File: src/rtl/apb_slave_responder21_pkg.sv
// rtl/apb_slave_responder21_pkg.sv - shared types, constants and address check for the APB21 responder
package apb_slave_responder_pkg21;

   typedef enum logic [1:0] {
      IDLE  = 2'd0,
      WAIT  = 2'd1,
      READY = 2'd2
   } resp_state_e21;

   localparam logic [7:0] ERR_CNT_MAX21 = 8'hFF;

   // Arguments are widened to 64 bits so base + span never wraps.
   function automatic logic addr_err21(input logic [63:0] addr,
                                       input logic [63:0] base,
                                       input logic [63:0] span);
      return (addr[1:0] != 2'b00) || (addr < base) || (addr >= base + span);
   endfunction

endpackage

File: src/rtl/apb_slave_responder21_mem.sv
// rtl/apb_slave_responder21_mem.sv - flop-array word memory, one write port, one combinational read port
module apb_resp_mem21 #(
   parameter int MEM_DEPTH21 = 16,
   parameter int DATA_W      = 32,
   parameter int IDX_W       = $clog2(MEM_DEPTH21)
) (
   input  logic              clk,
   input  logic              rst,
   input  logic              we,
   input  logic [IDX_W-1:0]  waddr,
   input  logic [DATA_W-1:0] wdata,
   input  logic [IDX_W-1:0]  raddr,
   output logic [DATA_W-1:0] rdata
);

   logic [DATA_W-1:0] mem [MEM_DEPTH21];

   always_ff @(posedge clk or posedge rst) begin
      if (rst) begin
         for (int i = 0; i < MEM_DEPTH21; i++) mem[i] <= '0;
      end else if (we) begin
         mem[waddr] <= wdata;
      end
   end

   assign rdata = mem[raddr];

endmodule

File: src/rtl/apb_slave_responder21.sv
// rtl/apb_slave_responder21.sv - memory-backed APB slave with programmable wait states and error responses
module apb_slave_responder21
   import apb_slave_responder_pkg21::*;
#(
   parameter int                       PADDR_WIDTH21  = 32,
   parameter int                       PWDATA_WIDTH21 = 32,
   parameter int                       PRDATA_WIDTH21 = 32,
   parameter int                       MEM_DEPTH21    = 16,
   parameter logic [PADDR_WIDTH21-1:0] BASE_ADDR21    = '0
) (
   input  logic                      pclock21,
   input  logic                      preset21,
   input  logic [PADDR_WIDTH21-1:0]  paddr21,
   input  logic                      prwd21,
   input  logic [PWDATA_WIDTH21-1:0] pwdata21,
   input  logic                      psel21,
   input  logic                      penable21,
   input  logic [3:0]                wait_cycles21,
   output logic [PRDATA_WIDTH21-1:0] prdata21,
   output logic                      pready21,
   output logic                      pslverr21,
   output logic [7:0]                err_count21
);

   localparam int IDX_W = $clog2(MEM_DEPTH21);

   resp_state_e21             state, nxt_state;
   logic [3:0]                cnt, nxt_cnt;
   logic [IDX_W-1:0]          lat_idx, nxt_idx;
   logic                      lat_wr, nxt_wr;
   logic                      lat_err, nxt_err;
   logic [PWDATA_WIDTH21-1:0] lat_wdata;
   logic                      setup, complete, mem_we;
   logic [PWDATA_WIDTH21-1:0] mem_rdata;

   always_comb begin
      nxt_state = state;
      nxt_cnt   = cnt;
      nxt_idx   = lat_idx;
      nxt_wr    = lat_wr;
      nxt_err   = lat_err;
      setup     = 1'b0;
      complete  = 1'b0;
      case (state)
         IDLE: begin
            if (psel21 && !penable21) begin
               setup     = 1'b1;
               nxt_idx   = paddr21[2 +: IDX_W];
               nxt_wr    = prwd21;
               nxt_err   = addr_err21(64'(paddr21), 64'(BASE_ADDR21), 64'(MEM_DEPTH21) * 64'd4);
               nxt_cnt   = wait_cycles21;
               nxt_state = (wait_cycles21 == 4'd0) ? READY : WAIT;
            end
         end
         WAIT: begin
            if (!psel21) begin
               nxt_state = IDLE;
               nxt_cnt   = 4'd0;
            end else begin
               nxt_cnt = cnt - 4'd1;
               if (cnt == 4'd1) nxt_state = READY;
            end
         end
         READY: begin
            complete  = psel21;
            nxt_state = IDLE;
            nxt_cnt   = 4'd0;
         end
         default: nxt_state = IDLE;
      endcase
   end

   // Memory is only written as a transfer leaves READY, so reading at nxt_idx never races a write.
   assign mem_we = complete && lat_wr && !lat_err;

   apb_resp_mem21 #(
      .MEM_DEPTH21 (MEM_DEPTH21),
      .DATA_W      (PWDATA_WIDTH21),
      .IDX_W       (IDX_W)
   ) u_mem (
      .clk   (pclock21),
      .rst   (preset21),
      .we    (mem_we),
      .waddr (lat_idx),
      .wdata (lat_wdata),
      .raddr (nxt_idx),
      .rdata (mem_rdata)
   );

   always_ff @(posedge pclock21 or posedge preset21) begin
      if (preset21) begin
         state       <= IDLE;
         cnt         <= 4'd0;
         lat_idx     <= '0;
         lat_wr      <= 1'b0;
         lat_err     <= 1'b0;
         lat_wdata   <= '0;
         prdata21    <= '0;
         pready21    <= 1'b0;
         pslverr21   <= 1'b0;
         err_count21 <= 8'd0;
      end else begin
         state   <= nxt_state;
         cnt     <= nxt_cnt;
         lat_idx <= nxt_idx;
         lat_wr  <= nxt_wr;
         lat_err <= nxt_err;
         if (setup) lat_wdata <= pwdata21;
         pready21  <= (nxt_state == READY);
         pslverr21 <= (nxt_state == READY) && nxt_err;
         prdata21  <= ((nxt_state == READY) && !nxt_err && !nxt_wr) ? PRDATA_WIDTH21'(mem_rdata) : '0;
         if (complete && lat_err && (err_count21 != ERR_CNT_MAX21))
            err_count21 <= err_count21 + 8'd1;
      end
   end

endmodule

File: config.mk
export PLATFORM = sky130hd
export DESIGN_NAME = apb_slave_responder21
export DESIGN_NICKNAME = d
export VERILOG_FILES = /design/src/rtl/apb_slave_responder21_pkg.sv /design/src/rtl/apb_slave_responder21_mem.sv /design/src/rtl/apb_slave_responder21.sv
export SDC_FILE = /design/constraint.sdc
export NUM_CORES = 1
export LEC_CHECK = 0
export ABC_CLOCK_PERIOD_IN_PS = 26800
export CORE_MARGIN = 4
export CORE_UTILIZATION = 64
export DETAILED_ROUTE_END_ITERATION = 8
export DONT_BUFFER_PORTS = 1
export PLACE_DENSITY = 0.77
export SLEW_MARGIN = 20
export SYNTH_ARGS = -nofsm -noshare
export SYNTH_HDL_FRONTEND = slang
export SYNTH_SLANG_ARGS = --single-unit
File: constraint.sdc
create_clock -name pclock21 -period 26.8 [get_ports pclock21]
set_input_delay 5.36 -clock pclock21 [delete_from_list [all_inputs] [get_ports pclock21]]
set_output_delay 5.36 -clock pclock21 [all_outputs]
set_load 0.02 [all_outputs]
# Yosys cells after proc, flatten, opt, wreduce, memory -nomap -nowiden
# Index checks and enable logic that the tools add are counted.
dict set report op_classes {
  n_div 0
  eq_ne 6
  reduce_logical 19
  n_mux 24
  multipliers 0
  bitwise_logic 2
  shifts 0
  order_cmp 4
  n_addsub 2
}
# operator n
set ops {}
lappend ops {{512-bit bitwise mux} 1}
lappend ops {{32-bit binary-select mux with 4-bit select} 1}
lappend ops {{32-bit demux with 4-bit select} 1}
lappend ops {{32-bit 2-to-1 mux} 4}
lappend ops {{32-bit by 7-bit >= comparator with 1-bit output, second input constant} 1}
lappend ops {{4-bit 2-to-1 mux} 4}
lappend ops {{4-bit one-hot mux with 3 select lines} 1}
lappend ops {{5-bit >= comparator, second input constant} 2}
lappend ops {{4-bit inverter with 5-bit output} 2}
lappend ops {{1-bit logical AND} 9}
lappend ops {{8-bit by 1-bit adder with 8-bit output, second input constant} 1}
lappend ops {{2-bit 2-to-1 mux} 4}
lappend ops {{8-bit != test, second input constant} 1}
lappend ops {{1-bit 2-to-1 mux} 7}
lappend ops {{5-bit by 1-bit < comparator with 1-bit output, second input constant} 1}
lappend ops {{2-bit == test, second input constant} 2}
lappend ops {{4-bit by 1-bit == test with 1-bit output, second input constant} 1}
lappend ops {{1-bit logical NOT} 4}
lappend ops {{4-bit logical NOT} 1}
lappend ops {{2-bit one-hot mux with 2 select lines} 1}
lappend ops {{4-bit by 1-bit subtractor with 4-bit output, second input constant} 1}
lappend ops {{3-bit nonzero test} 1}
lappend ops {{2-bit by 1-bit == test with 1-bit output, second input constant} 1}
lappend ops {{2-bit logical NOT} 1}
lappend ops {{other kinds (4)} 4}
dict set report totals {
  out_inout_bits 42
  ff_bits 598
  latch_bits 0
  word_cells 83
  mem_bits_ro 0
  memories 0
  ramBits 0
  input_bits 73
}

# Depth between registers and ports, before layout
# Gate-level depths: netlist of run 1.
dict set report depth {
  word_depth 9
  mapped_depth 11
  depth_no_buf 9
}

# By module
# Synthesis of run 1 repeated with hierarchy kept, for this count alone.
dict set report hier_totals {
  cells_unflattened 1770
  area_unflattened_um2 26765.7
}
# module seq_area_each_um2 instances cells_each area_each_um2
set by_module_without_submodules {}
lappend by_module_without_submodules {apb_resp_mem21 12812.3 1 1410 22945.8}
lappend by_module_without_submodules {apb_slave_responder21 2152.1 1 360 3819.9}

# Least setup slack after synthesis of run 1
# Ideal clock, no wire load.
dict set report synth_timing {
  kind {input port to flip-flop}
  from {in psel21}
  to {reg prdata21[0]}
  path_buffers 3
  t_arrival_ns 6.919
  required_ns 26.662
  stages 9
  setup_slack_ns 19.743
  setup_ns 0.138
  path_cell_list {buf_2 > and3b_1 > buf_6 > mux2i_4 > nor2_1 > clkbuf_1 > a22oi_1 > nand2_1 > o22ai_1}
}
dict set report synth_via {
  elab_chain_len 8
  word_cells_on_any_way 20
  classes_between {eq/ne (1); mux (13); bitwise (1); reduce/logical (5)}
}
# item line
set synth_rtl {}
lappend synth_rtl {{start: declaration} apb_slave_responder21.sv:16} ;# input logic psel21,
lappend synth_rtl {{1-bit logical AND} apb_slave_responder21.sv:46} ;# if (psel21 && !penable21) begin
lappend synth_rtl {{4-bit 2-to-1 mux} apb_slave_responder21.sv:46}
lappend synth_rtl {{4-bit 2-to-1 mux} apb_slave_responder21.sv:44} ;# case (state)
lappend synth_rtl {{4-bit inverter with 5-bit output (implied by the code)} apb_slave_responder21_mem.sv:26} ;# assign rdata = mem[raddr];
lappend synth_rtl {{32-bit binary-select mux with 4-bit select} apb_slave_responder21_mem.sv:26}
lappend synth_rtl {{32-bit 2-to-1 mux (implied by the code) (2 in a row)} apb_slave_responder21_mem.sv:26}
lappend synth_rtl {{32-bit 2-to-1 mux (*)} apb_slave_responder21.sv:111} ;# prdata21 <= ((nxt_state == READY) && !nxt_err && !nxt_wr) ? PRDATA_WIDTH21'(mem_rdata) : '0;
lappend synth_rtl {{end signal: assignment} apb_slave_responder21.sv:111}
lappend synth_rtl {{end: declaration} apb_slave_responder21.sv:19} ;# output logic [PRDATA_WIDTH21-1:0] prdata21,
# Every way passes the cells marked *; elsewhere a longest branch is shown, timed or not. The select of a mux whose other input is x is not followed.
# A chain may end at the register's enable or synchronous reset.

==> results.rst, run 1 <==
.. list-table::
   :header-rows: 1

   * - Metric
     - Value
   * - Run status
     - finished clean
   * - Die X
     - 212 microns
   * - First-pass GRT wire length
     - 96700 microns
   * - Worst Slack Setup Final
     - 18.65 ns
   * - Core area
     - 40900 sq um
   * - Fill count
     - 2791
   * - Clock skew after layout
     - 0.0216 ns
   * - Insertion delay of the later-clocked pin in the worst-skew pair
     - 0.61 ns
   * - Total global routing track utilization
     - 27.6%
   * - Count of buffering cells on the critical path with inverters included
     - 4
   * - Cells on Worst Hold Path
     - 1
   * - Die Area
     - 44800 sq um
   * - Class of the most critical setup path
     - in2async
   * - Count of vias placed by the detailed router
     - 15700
   * - Placed wire-length estimate after detailed placement
     - 32100 microns
   * - Count of pins over their slew limit
     - 0
   * - Combinational share of power
     - 22.7%
   * - Critical-path maximum fanout
     - 129
   * - Drt wl/cell
     - 24.5 microns
   * - Fraction of final layout cells sized beyond drive strength 1
     - 31.6%
   * - Die height
     - 212 microns
   * - Layout Area Growth over Synthesis
     - 9.61%
   * - Number of buffers added on ports
     - 0
   * - Setup Viol. Count Final
     - 0
   * - Final Hold Slack
     - 0.487 ns
   * - Worst VDD drop
     - 0.123 mV
   * - Syn nets
     - 2038
   * - Unique masters post-synth
     - 47
   * - Post-synthesis register bit count
     - 598
   * - Critical path's largest stage delay
     - 0.91 ns
   * - Gate count after technology mapping
     - 1958
   * - Power density normalized to cell area
     - 87.7 nW/um^2
   * - Placer congestion estimate
     - 0.759
   * - Transition at the pin with the smallest max-transition slack
     - 1.09 ns
   * - Final net count
     - 1983
   * - Psw
     - 828 uW
   * - Clock-pin slew reported for the worst setup and hold paths after clock tree synthesis
     - 0.06 ns
   * - Part of the power in the clock network
     - 35.8%
   * - Mapped cell area
     - 26600 sq um
   * - Max-cap violation count
     - 0
   * - Sequential group share of total power
     - 41.5%
   * - Total area of sequential cells
     - 15000 sq um
   * - Number of stages on the worst setup path
     - 4
   * - Relative slew slack
     - 27.2%
   * - Worst r2r path cells
     - 10
   * - Sum of routed wire length over all layers
     - 60800 microns
   * - Post-synth top flop
     - dfrtp_1
   * - Fraction of the cycle the final worst path needs
     - 30.4%
   * - First-pass iteration count of the detailed router
     - 5
   * - Sequential area share after synthesis
     - 56.3%
   * - Total area of multi-input combinational cells
     - 10900 sq um
   * - Final sum of negative setup slack
     - 0 ns
   * - Count of routing violations after the opening detailed-route iteration
     - 1183
   * - Required time of the critical path
     - 27.37 ns
   * - TritonCTS clock tree
     - yes
   * - Cell-internal power
     - 1.73 mW
   * - Signal arrival time at the worst endpoint
     - 8.73 ns
   * - Post-route core utilization
     - 71.2%
   * - ANT cells
     - 0
   * - Endpoint type of the worst setup path
     - async pin
   * - Maximum number of pins on one net before global-route repair
     - 134
   * - Unrepaired setup endpoints after global routing
     - false
   * - Number of rows created at floorplan
     - 74
   * - Cell family with most CP delay
     - buffers and inverters
   * - Post-layout min period
     - 8.15 ns
   * - CTS H-tree depth
     - 2
   * - Power Total
     - 2.55 mW
   * - Root Buffer Master
     - clkbuf_16
   * - Post-Syn Area per Cell
     - 13.6 sq um
   * - CP cell instances
     - inv_8 > buf_4 > buf_4 > buf_4
   * - Hold crit path type
     - reg2reg
   * - Post-CTS repair timing setup buffer count
     - 0
   * - Fraction of registers with async set/reset
     - 100%
   * - Switching Share
     - 32.4%
   * - Number of endpoints with negative hold slack in the final report
     - 0
   * - Cts hold-fix bufs
     - 0
   * - Antenna violations before repair
     - 0
   * - Leading cell types in the layout, fill and taps excluded
     - 598 x dfrtp_1, 453 x mux2_2, 257 x mux2i_1
   * - Effective utilization at floorplan
     - 64.9%
   * - CTS Sinks
     - 598
   * - I/O pin cnt
     - 115
   * - Cell with the largest stage delay on the worst path
     - buf_4
   * - Yosys warns
     - 0
   * - Number of buffers created by CTS
     - 60
   * - Remaining number of nets flagged by the antenna check after routing
     - 0
   * - DR DRC count
     - 0
   * - Post-synth EDFFs
     - 0
   * - Leakage power
     - 14.9 nW
   * - Number of buffers on the longest clock path
     - 3
   * - Critical Path Source Type
     - input pin
   * - Post-CTS resize count
     - 0
   * - Most common cell on crit path
     - buf_4
   * - Max Fclk
     - 123 MHz
   * - Worst slack at placement
     - 17.84 ns
   * - Leading cell type in the layout, fill and taps excluded
     - dfrtp_1
   * - Number of global-route vias before repair
     - 17000
   * - Per-cell via count in the routed design
     - 6.33
   * - Total gr overflow
     - 0
## layout make-up
type | instances | share of cell area, %
clock buffer | 88 | 6.24
multi-input combinational | 1194 | 37.5
sequential | 598 | 51.4
inverter | 15 | 0.219
timing repair buffer | 34 | 1.04
tap | 532 | 2.29
clock inverter | 22 | 1.31
## path summary, 6_finish.rpt
check | start | endpoint | slack, ns
min in group asynchronous | preset21 | err_count21[1] | 4.75
max reg2reg | state[0] | prdata21[10] | 22.93
min | u_mem.mem[96] | u_mem.mem[96] | 0.49
max in group pclock21 | penable21 | prdata21[10] | 18.92
max | preset21 | u_mem.mem[271] | 18.65
min reg2reg | u_mem.mem[96] | u_mem.mem[96] | 0.49
## cell usage after synthesis, types with 3 or more instances
master	instances	area (sq um)
mux2_1	60	676
nand2_1	172	646
nand3_1	6	30.0
and3_1	3	18.8
nor4_1	7	43.8
nor3_1	3	15.0
inv_1	13	48.8
nand4_1	7	43.8
mux2_2	453	5100
nor2_1	13	48.8
mux2i_1	257	2570
xnor2_1	5	43.8
buf_6	11	124
buf_1	15	56.3
clkbuf_1	93	349
o22ai_1	36	225
buf_2	16	80.1
o21ai_0	5	25.0
buf_4	15	113
ha_1	7	87.6
a22oi_1	128	961
nand2b_1	4	25.0
dfrtp_1	598	15000
## per-stage QoR
stage	instance area (sq um)	instances
after CTS	29100	2482
after global placement	26900	2372
after global routing	29100	2483
after floorplan	26600	1958
final	29100	2483
after detailed placement	26900	2372
## cell families after synthesis
group	Yosys count	synth area share [%]
mux	773	31.6
flops	598	56.3
simple gates	228	3.67
compound gates	179	4.86
buf+inv	166	2.96
xor+xnor	7	0.231
fa+ha+maj	7	0.330
## metal layers
layer  up-vias  GRT usage (%)  routed length [microns]
li1       6937              -                        -
met1      8285           38.5                    26900
met2       394           45.4                    29500
met3       107           5.20                     3050
met4         0           7.35                     1430
met5         -              0                        0
## worst register-to-register path, stage by stage, from the launching register on
cell and delay (ns):
dfrtp_1 0.40, inv_1 0.11, ha_1 0.23, and3b_2 0.25, mux2i_4 0.25, buf_12 0.68, buf_12 0.93, mux2i_1 0.36
a22oi_1 0.23, nand2_1 0.10, o22ai_1 0.22
## registers in the layout, indices dropped and copies added (netlist names)
signal and cells:
cnt 4, err_count21 8, lat_err 1, lat_idx 4, lat_wdata 32, lat_wr 1, prdata21 32, pready21 1
pslverr21 1, state 2, u_mem.mem 512
## power by group through the flow
stage / Sequential, mW / Combinational [mW] / Clock (mW)
after floorplan: 0.995 / 0.502 / 0
final: 1.06 / 0.580 / 0.914
after CTS: 1.06 / 0.578 / 0.930
after global placement: 1.07 / 0.567 / 0
after global routing: 1.07 / 0.625 / 0.969
after detailed placement: 1.07 / 0.577 / 0
No activity file was read; power rests on OpenSTA's default activity.
==> run 2: changes to the inputs <==
Settings changed: ABC_CLOCK_PERIOD_IN_PS 26800 to 8070.
Clock period 26.8 ns to 8.07 ns, I/O delays scaled along.
==> results.rst, run 2 (synthesized netlist as in run 1, its figures left out) <==
.. list-table::
   :header-rows: 1

   * - Metric
     - Value
   * - Area after detailed placement
     - 26900 sq um (+0.11%)
   * - Worst r2r path cells
     - 10 (unchanged)
   * - Hold Crit Start
     - u_mem.mem[105]
   * - Cts hold-fix bufs
     - 0 (unchanged)
   * - Met1 global-route usage
     - 39.6% (+1.1 points)
   * - Per-cell via count in the routed design
     - 6.38 (+0.79%)
   * - Transition at the pin with the smallest max-transition slack
     - 1.16 ns (+0.0638 ns)
   * - Max Fclk
     - 241 MHz
   * - Drt wl/cell
     - 24.8 microns (+1.2%)
   * - Relative slew slack
     - 23.0% (-4.3 points)
   * - Critical Path Source Type
     - input pin
   * - Endpoint type of the worst setup path
     - flop
   * - Max reg flops
     - 512 (unchanged)
   * - Die height
     - 212 microns (unchanged)
   * - Number of global-route vias before repair
     - 16700 (-2.0%)
   * - Leading cell type in the layout, fill and taps excluded
     - dfrtp_1
   * - Count of pins over their slew limit
     - 0 (unchanged)
   * - Class of the most critical setup path
     - in2reg
   * - DR DRC count
     - 0 (unchanged)
   * - Worst R2R Setup Slack
     - 4.17 ns (-18.76 ns)
   * - Remaining number of nets flagged by the antenna check after routing
     - 0 (unchanged)
   * - Number of endpoints with negative hold slack in the final report
     - 0 (unchanged)
   * - Destination of the worst hold path
     - u_mem.mem[105]
   * - First-pass iteration count of the detailed router
     - 5 (unchanged)
   * - Total gr overflow
     - 0 (unchanged)
   * - Critical path's largest stage delay
     - 0.58 ns (-0.33 ns)
   * - Fraction of the cycle the final worst path needs
     - 51.4%
   * - Registers with the most flip-flops
     - u_mem.mem: 512 flops, lat_wdata: 32 flops, prdata21: 32 flops
   * - Die Area
     - 44800 sq um (unchanged)
   * - Met3 usage in global routing
     - 5.05% (-0.15 points)
   * - Setup Viol. Count Final
     - 0 (unchanged)
   * - Effective utilization at floorplan
     - 64.9% (unchanged)
   * - Met2 GRT Util
     - 44.2% (-1.2 points)
   * - Maximum number of pins on one net before global-route repair
     - 154 (+15%)
   * - Cells on Worst Hold Path
     - 1 (unchanged)
   * - Count of routing violations after the opening detailed-route iteration
     - 1354 (+14%)
   * - Required time of the critical path
     - 8.51 ns (-18.86 ns)
   * - Run status
     - finished clean
   * - Number of rows created at floorplan
     - 74 (unchanged)
   * - Unrepaired setup endpoints after global routing
     - false
   * - Hold crit path type
     - reg2reg
   * - Insertion delay of the later-clocked pin in the worst-skew pair
     - 0.62 ns (about the same)
   * - Post-CTS resize count
     - 0 (unchanged)
   * - Gr busiest metal
     - met2
   * - Critical-path maximum fanout
     - 113 (-12%)
   * - Post-CTS repair timing setup buffer count
     - 0 (unchanged)
   * - Core area
     - 40900 sq um (unchanged)
   * - Number of buffers added on ports
     - 0 (unchanged)
   * - Critical register-to-register path endpoint
     - prdata21[23]
   * - Antenna violations before repair
     - 0 (unchanged)
   * - Count of vias placed by the detailed router
     - 15800 (+0.71%)
   * - Post-layout min period
     - 4.15 ns
   * - Placed wire-length estimate after detailed placement
     - 32300 microns (+0.54%)
   * - Final sum of negative setup slack
     - 0 ns (unchanged)
   * - Total non-filler cell area in the finished layout
     - 29000 sq um (-0.40%)
   * - Clock-pin slew reported for the worst setup and hold paths after clock tree synthesis
     - 0.06 ns (about the same)
   * - Clock skew after layout
     - 0.0141 ns (-0.00755 ns)
   * - Final Hold Slack
     - 0.485 ns (-0.00231 ns)
   * - Power density normalized to cell area
     - 288 nW/um^2 (+230%)
   * - Layout Area Growth over Synthesis
     - 9.18%
   * - Worst R2R Start
     - state[0]
   * - CP cell instances
     - and3b_2 > buf_4 > mux2i_4 > buf_12 > mux2i_1 > a22oi_1 > nand2_1 > o22ai_1
   * - Die X
     - 212 microns (unchanged)
   * - Number of buffers on the longest clock path
     - 3 (unchanged)
   * - CTS Sinks
     - 598 (unchanged)
   * - Placer congestion estimate
     - 0.751 (-1.1%)
   * - Largest Register
     - u_mem.mem
   * - Total global routing track utilization
     - 27.7% (+0.082 points)
   * - Root Buffer Master
     - clkbuf_16
   * - Final net count
     - 1982 (-0.050%)
   * - Cell with the largest stage delay on the worst path
     - mux2i_4
   * - Max-cap violation count
     - 0 (unchanged)
   * - Number of buffers created by CTS
     - 60 (unchanged)
   * - Signal arrival time at the worst endpoint
     - 4.59 ns (-4.14 ns)
   * - ANT cells
     - 0 (unchanged)
   * - CTS H-tree depth
     - 2 (unchanged)
   * - First-pass GRT wire length
     - 96400 microns (-0.31%)
   * - I/O pin cnt
     - 115 (unchanged)
   * - Worst VDD drop
     - 0.258 mV (+110%)
   * - Leakage power
     - 14.9 nW (-0.42%)
   * - Sum of routed wire length over all layers
     - 61500 microns (+1.1%)
   * - TritonCTS clock tree
     - yes
   * - Leading cell types in the layout, fill and taps excluded
     - 598 x dfrtp_1, 453 x mux2_2, 257 x mux2i_1
   * - Power Total
     - 8.35 mW (+230%)
   * - Fraction of final layout cells sized beyond drive strength 1
     - 31.0% (-0.58 points)
==> run 2: worst max-delay path by stage <==
stage,from,endpoint,slack (ns),depth (start not counted)
2_1_floorplan,preset21,cnt[0],-1.70,1
3_3_place_gp,penable21,prdata21[24],3.52,8
3_5_place_dp,penable21,prdata21[14],3.38,8
4_1_cts,penable21,prdata21[31],4.01,8
5_1_grt,penable21,prdata21[14],3.87,8
6_report,penable21,prdata21[23],3.92,8
==> run 2: routing by layer <==
| metal | vias up | routed length [microns] | share of wire [%] |
|---|---|---|---|
| li1 | 6942 | - | - |
| met1 | 8369 | 27000 | 44 |
| met2 | 420 | 29500 | 48 |
| met3 | 103 | 3510 | 5.7 |
| met4 | 0 | 1520 | 2.5 |
| met5 | - | 0 | 0 |
==> run 2: layout make-up <==
| type | count | area (sq um) |
|---|---|---|
| flip-flops and latches | 598 | 15000 |
| fillers | 2796 | 11900 |
| multi-input cells | 1194 | 10900 |
| clock buffers | 91 | 1760 |
| well taps | 532 | 666 |
| clock inverters | 18 | 327 |
| repair buffers | 33 | 310 |
| inverters | 15 | 60.1 |
==> run 2: critical path: cells and delay by family <==
kind	cells	cell delay, ns
AO/OA/AOI/OAI	2	0.22
buffers and inverters	2	1.04
multiplexers	2	0.85
AND/OR/NAND/NOR	2	0.41
==> run 2: power by group <==
part | switching [mW] | total [mW] | internal, mW
clock | 1.14 | 2.92 | 1.78
combinational | 1.17 | 1.92 | 0.746
sequential | 0.395 | 3.51 | 3.11
total | 2.71 | 8.35 | 5.64
==> run 2: metrics by stage <==
stage | cells | setup WS, ns | utilization, %
finish | 2481 | 3.92 | 70.9
floorplan | 1958 | -1.70 | -
global placement | 2372 | 3.52 | 65.8
global route | 2481 | 3.87 | 70.9
detailed placement | 2372 | 3.38 | 65.8
CTS | 2481 | 4.01 | 70.9
==> run 3: changes to the inputs <==
Settings changed: ABC_CLOCK_PERIOD_IN_PS 8070 to 3950.
Clock period 8.07 ns to 3.95 ns, I/O delays scaled along.
==> results.rst, run 3 (synthesized netlist as in run 1, its figures left out) <==
.. list-table::
   :header-rows: 1

   * - Metric
     - Value
   * - Run status
     - finished clean
   * - Critical-path maximum fanout
     - 28 (-75%)
   * - Worst R2R Setup Slack
     - 0.94 ns (-3.23 ns)
   * - Post-layout min period
     - 3.01 ns
   * - I/O pin cnt
     - 115 (unchanged)
   * - Maximum number of pins on one net before global-route repair
     - 114 (-26%)
   * - Hold crit path type
     - in2async
   * - Number of buffers created by CTS
     - 59 (-1.7%)
   * - Power Total
     - 16.9 mW (+100%)
   * - Largest Register
     - u_mem.mem
   * - Leading cell type in the layout, fill and taps excluded
     - dfrtp_1
   * - Fraction of final layout cells sized beyond drive strength 1
     - 31.8% (+0.72 points)
   * - Total non-filler cell area in the finished layout
     - 29200 sq um (+0.73%)
   * - Post-route non-filler standard cell count
     - 2500 (+0.77%)
   * - CTS H-tree depth
     - 2 (unchanged)
   * - Effective utilization at floorplan
     - 64.9% (unchanged)
   * - Critical register-to-register path endpoint
     - prdata21[27]
   * - Die Area
     - 44800 sq um (unchanged)
   * - Total global routing track utilization
     - 27.8% (+0.057 points)
   * - Final sum of negative setup slack
     - 0 ns (unchanged)
   * - Number of buffers added on ports
     - 0 (unchanged)
   * - Remaining number of nets flagged by the antenna check after routing
     - 0 (unchanged)
   * - Worst Slack Setup Final
     - 0.939 ns (-2.99 ns)
   * - Leakage power
     - 15.0 nW (+0.66%)
   * - Endpoint type of the worst setup path
     - flop
   * - Die height
     - 212 microns (unchanged)
   * - Worst VDD drop
     - 0.703 mV (+170%)
   * - Number of buffers on the longest clock path
     - 3 (unchanged)
   * - Antenna violations before repair
     - 0 (unchanged)
   * - Root Buffer Master
     - clkbuf_16
   * - Max-cap violation count
     - 0 (unchanged)
   * - Final net count
     - 2001 (+0.96%)
   * - Number of global-route vias before repair
     - 16900 (+1.3%)
   * - Sum of routed wire length over all layers
     - 61300 microns (-0.34%)
   * - Transition at the pin with the smallest max-transition slack
     - 0.899 ns (-0.256 ns)
   * - Count of routing violations after the opening detailed-route iteration
     - 1215 (-10%)
   * - TritonCTS clock tree
     - yes
   * - Number of rows created at floorplan
     - 74 (unchanged)
   * - Placed wire-length estimate after detailed placement
     - 33800 microns (+4.7%)
   * - Count of vias placed by the detailed router
     - 15900 (+0.16%)
   * - Fraction of the cycle the final worst path needs
     - 76.2%
   * - Registers with the most flip-flops
     - u_mem.mem: 512 flops, lat_wdata: 32 flops, prdata21: 32 flops
   * - Signal arrival time at the worst endpoint
     - 3.47 ns (-1.12 ns)
   * - Critical Path Source Type
     - flop
   * - Post-CTS resize count
     - 0 (unchanged)
   * - Setup Viol. Count Final
     - 0 (unchanged)
   * - Post-route core utilization
     - 71.4% (+0.52 points)
   * - Number of placed instances, taps included
     - 2392 (+0.84%)
   * - Post-CTS repair timing setup buffer count
     - 0 (unchanged)
   * - Count of pins over their slew limit
     - 0 (unchanged)
   * - Leading cell types in the layout, fill and taps excluded
     - 598 x dfrtp_1, 453 x mux2_2, 257 x mux2i_1
   * - First-pass iteration count of the detailed router
     - 5 (unchanged)
   * - Die X
     - 212 microns (unchanged)
   * - Max Fclk
     - 332 MHz
   * - Area after detailed placement
     - 27300 sq um (+1.3%)
   * - Drt wl/cell
     - 24.5 microns (-1.1%)
   * - Worst slack at placement
     - 0.973 ns (-2.41 ns)
   * - Number of endpoints with negative hold slack in the final report
     - 0 (unchanged)
   * - Layout Area Growth over Synthesis
     - 9.98%
   * - Class of the most critical setup path
     - reg2reg
   * - Max reg flops
     - 512 (unchanged)
   * - Final Hold Slack
     - 0.173 ns (-0.312 ns)
   * - Per-cell via count in the routed design
     - 6.34 (-0.60%)
   * - Required time of the critical path
     - 4.41 ns (-4.10 ns)
   * - Total gr overflow
     - 0 (unchanged)
   * - Placer congestion estimate
     - 0.768 (+2.2%)
   * - Insertion delay of the later-clocked pin in the worst-skew pair
     - 0.62 ns (about the same)
   * - Worst R2R Start
     - state[1]
   * - ANT cells
     - 0 (unchanged)
   * - Cts hold-fix bufs
     - 0 (unchanged)
   * - Core area
     - 40900 sq um (unchanged)
   * - Unrepaired setup endpoints after global routing
     - false
   * - DR DRC count
     - 0 (unchanged)
   * - Clock skew after layout
     - 0.0154 ns (+0.00128 ns)
   * - Relative slew slack
     - 40.0% (+17 points)
   * - CTS Sinks
     - 598 (unchanged)
   * - Clock-pin slew reported for the worst setup and hold paths after clock tree synthesis
     - 0.06 ns (about the same)
   * - Worst r2r path cells
     - 9 (-1)
   * - First-pass GRT wire length
     - 97100 microns (+0.77%)
   * - Power density normalized to cell area
     - 577 nW/um^2 (+100%)
==> run 3: changes by cell type in the layout (fill, tap and decap cells not counted) <==
cell	delta
buf_4	+5
buf_12	+15
clkbuf_1	-1
bufinv_16	-5
clkbuf_8	+5
clkinv_2	+2
clkbuf_16	-2
==> run 3: worst max-delay path by stage <==
stage,start,to,slack (ns),cells after the start
6_report,state[1],prdata21[27],0.94,9
5_1_grt,state[1],prdata21[20],0.81,9
4_1_cts,state[1],prdata21[27],0.94,9
3_5_place_dp,penable21,prdata21[27],0.97,7
3_3_place_gp,psel21,prdata21[27],1.0,7
2_1_floorplan,preset21,cnt[0],-5.00,1
==> run 3: metal layers <==
layer,global-route usage [%],vias up,routed length (microns)
met5,0,-,0
met4,6.15,0,1200
met3,5.35,97,3050
met2,45.0,356,29600
met1,39.8,8438,27400
li1,-,6969,-
==> run 3: worst max-delay path, stage by stage, from the launching register on <==
cell	delay [ns]
dfrtp_1	0.42
inv_1	0.13
ha_1	0.25
and3b_2	0.35
mux2i_2	0.17
nor2_4	0.61
buf_4	0.53
a22oi_1	0.17
nand2_1	0.11
o22ai_1	0.09
==> run 3: where the power goes <==
group / switching (mW) / internal (mW) / total [mW] / leakage (nW)
Clock: 2.33 / 3.33 / 5.65 / 0.971
Combinational: 2.45 / 1.60 / 4.04 / 5.70
Sequential: 0.811 / 6.36 / 7.17 / 8.28
==> run 3: final cells by class <==
class | instances | area, sq um
sequential | 598 | 15000
inverter | 15 | 60.1
clock buffer | 93 | 1770
fill | 2768 | 11700
tap | 532 | 666
timing repair buffer | 53 | 648
multi-input combinational | 1194 | 10900
clock inverter | 15 | 186
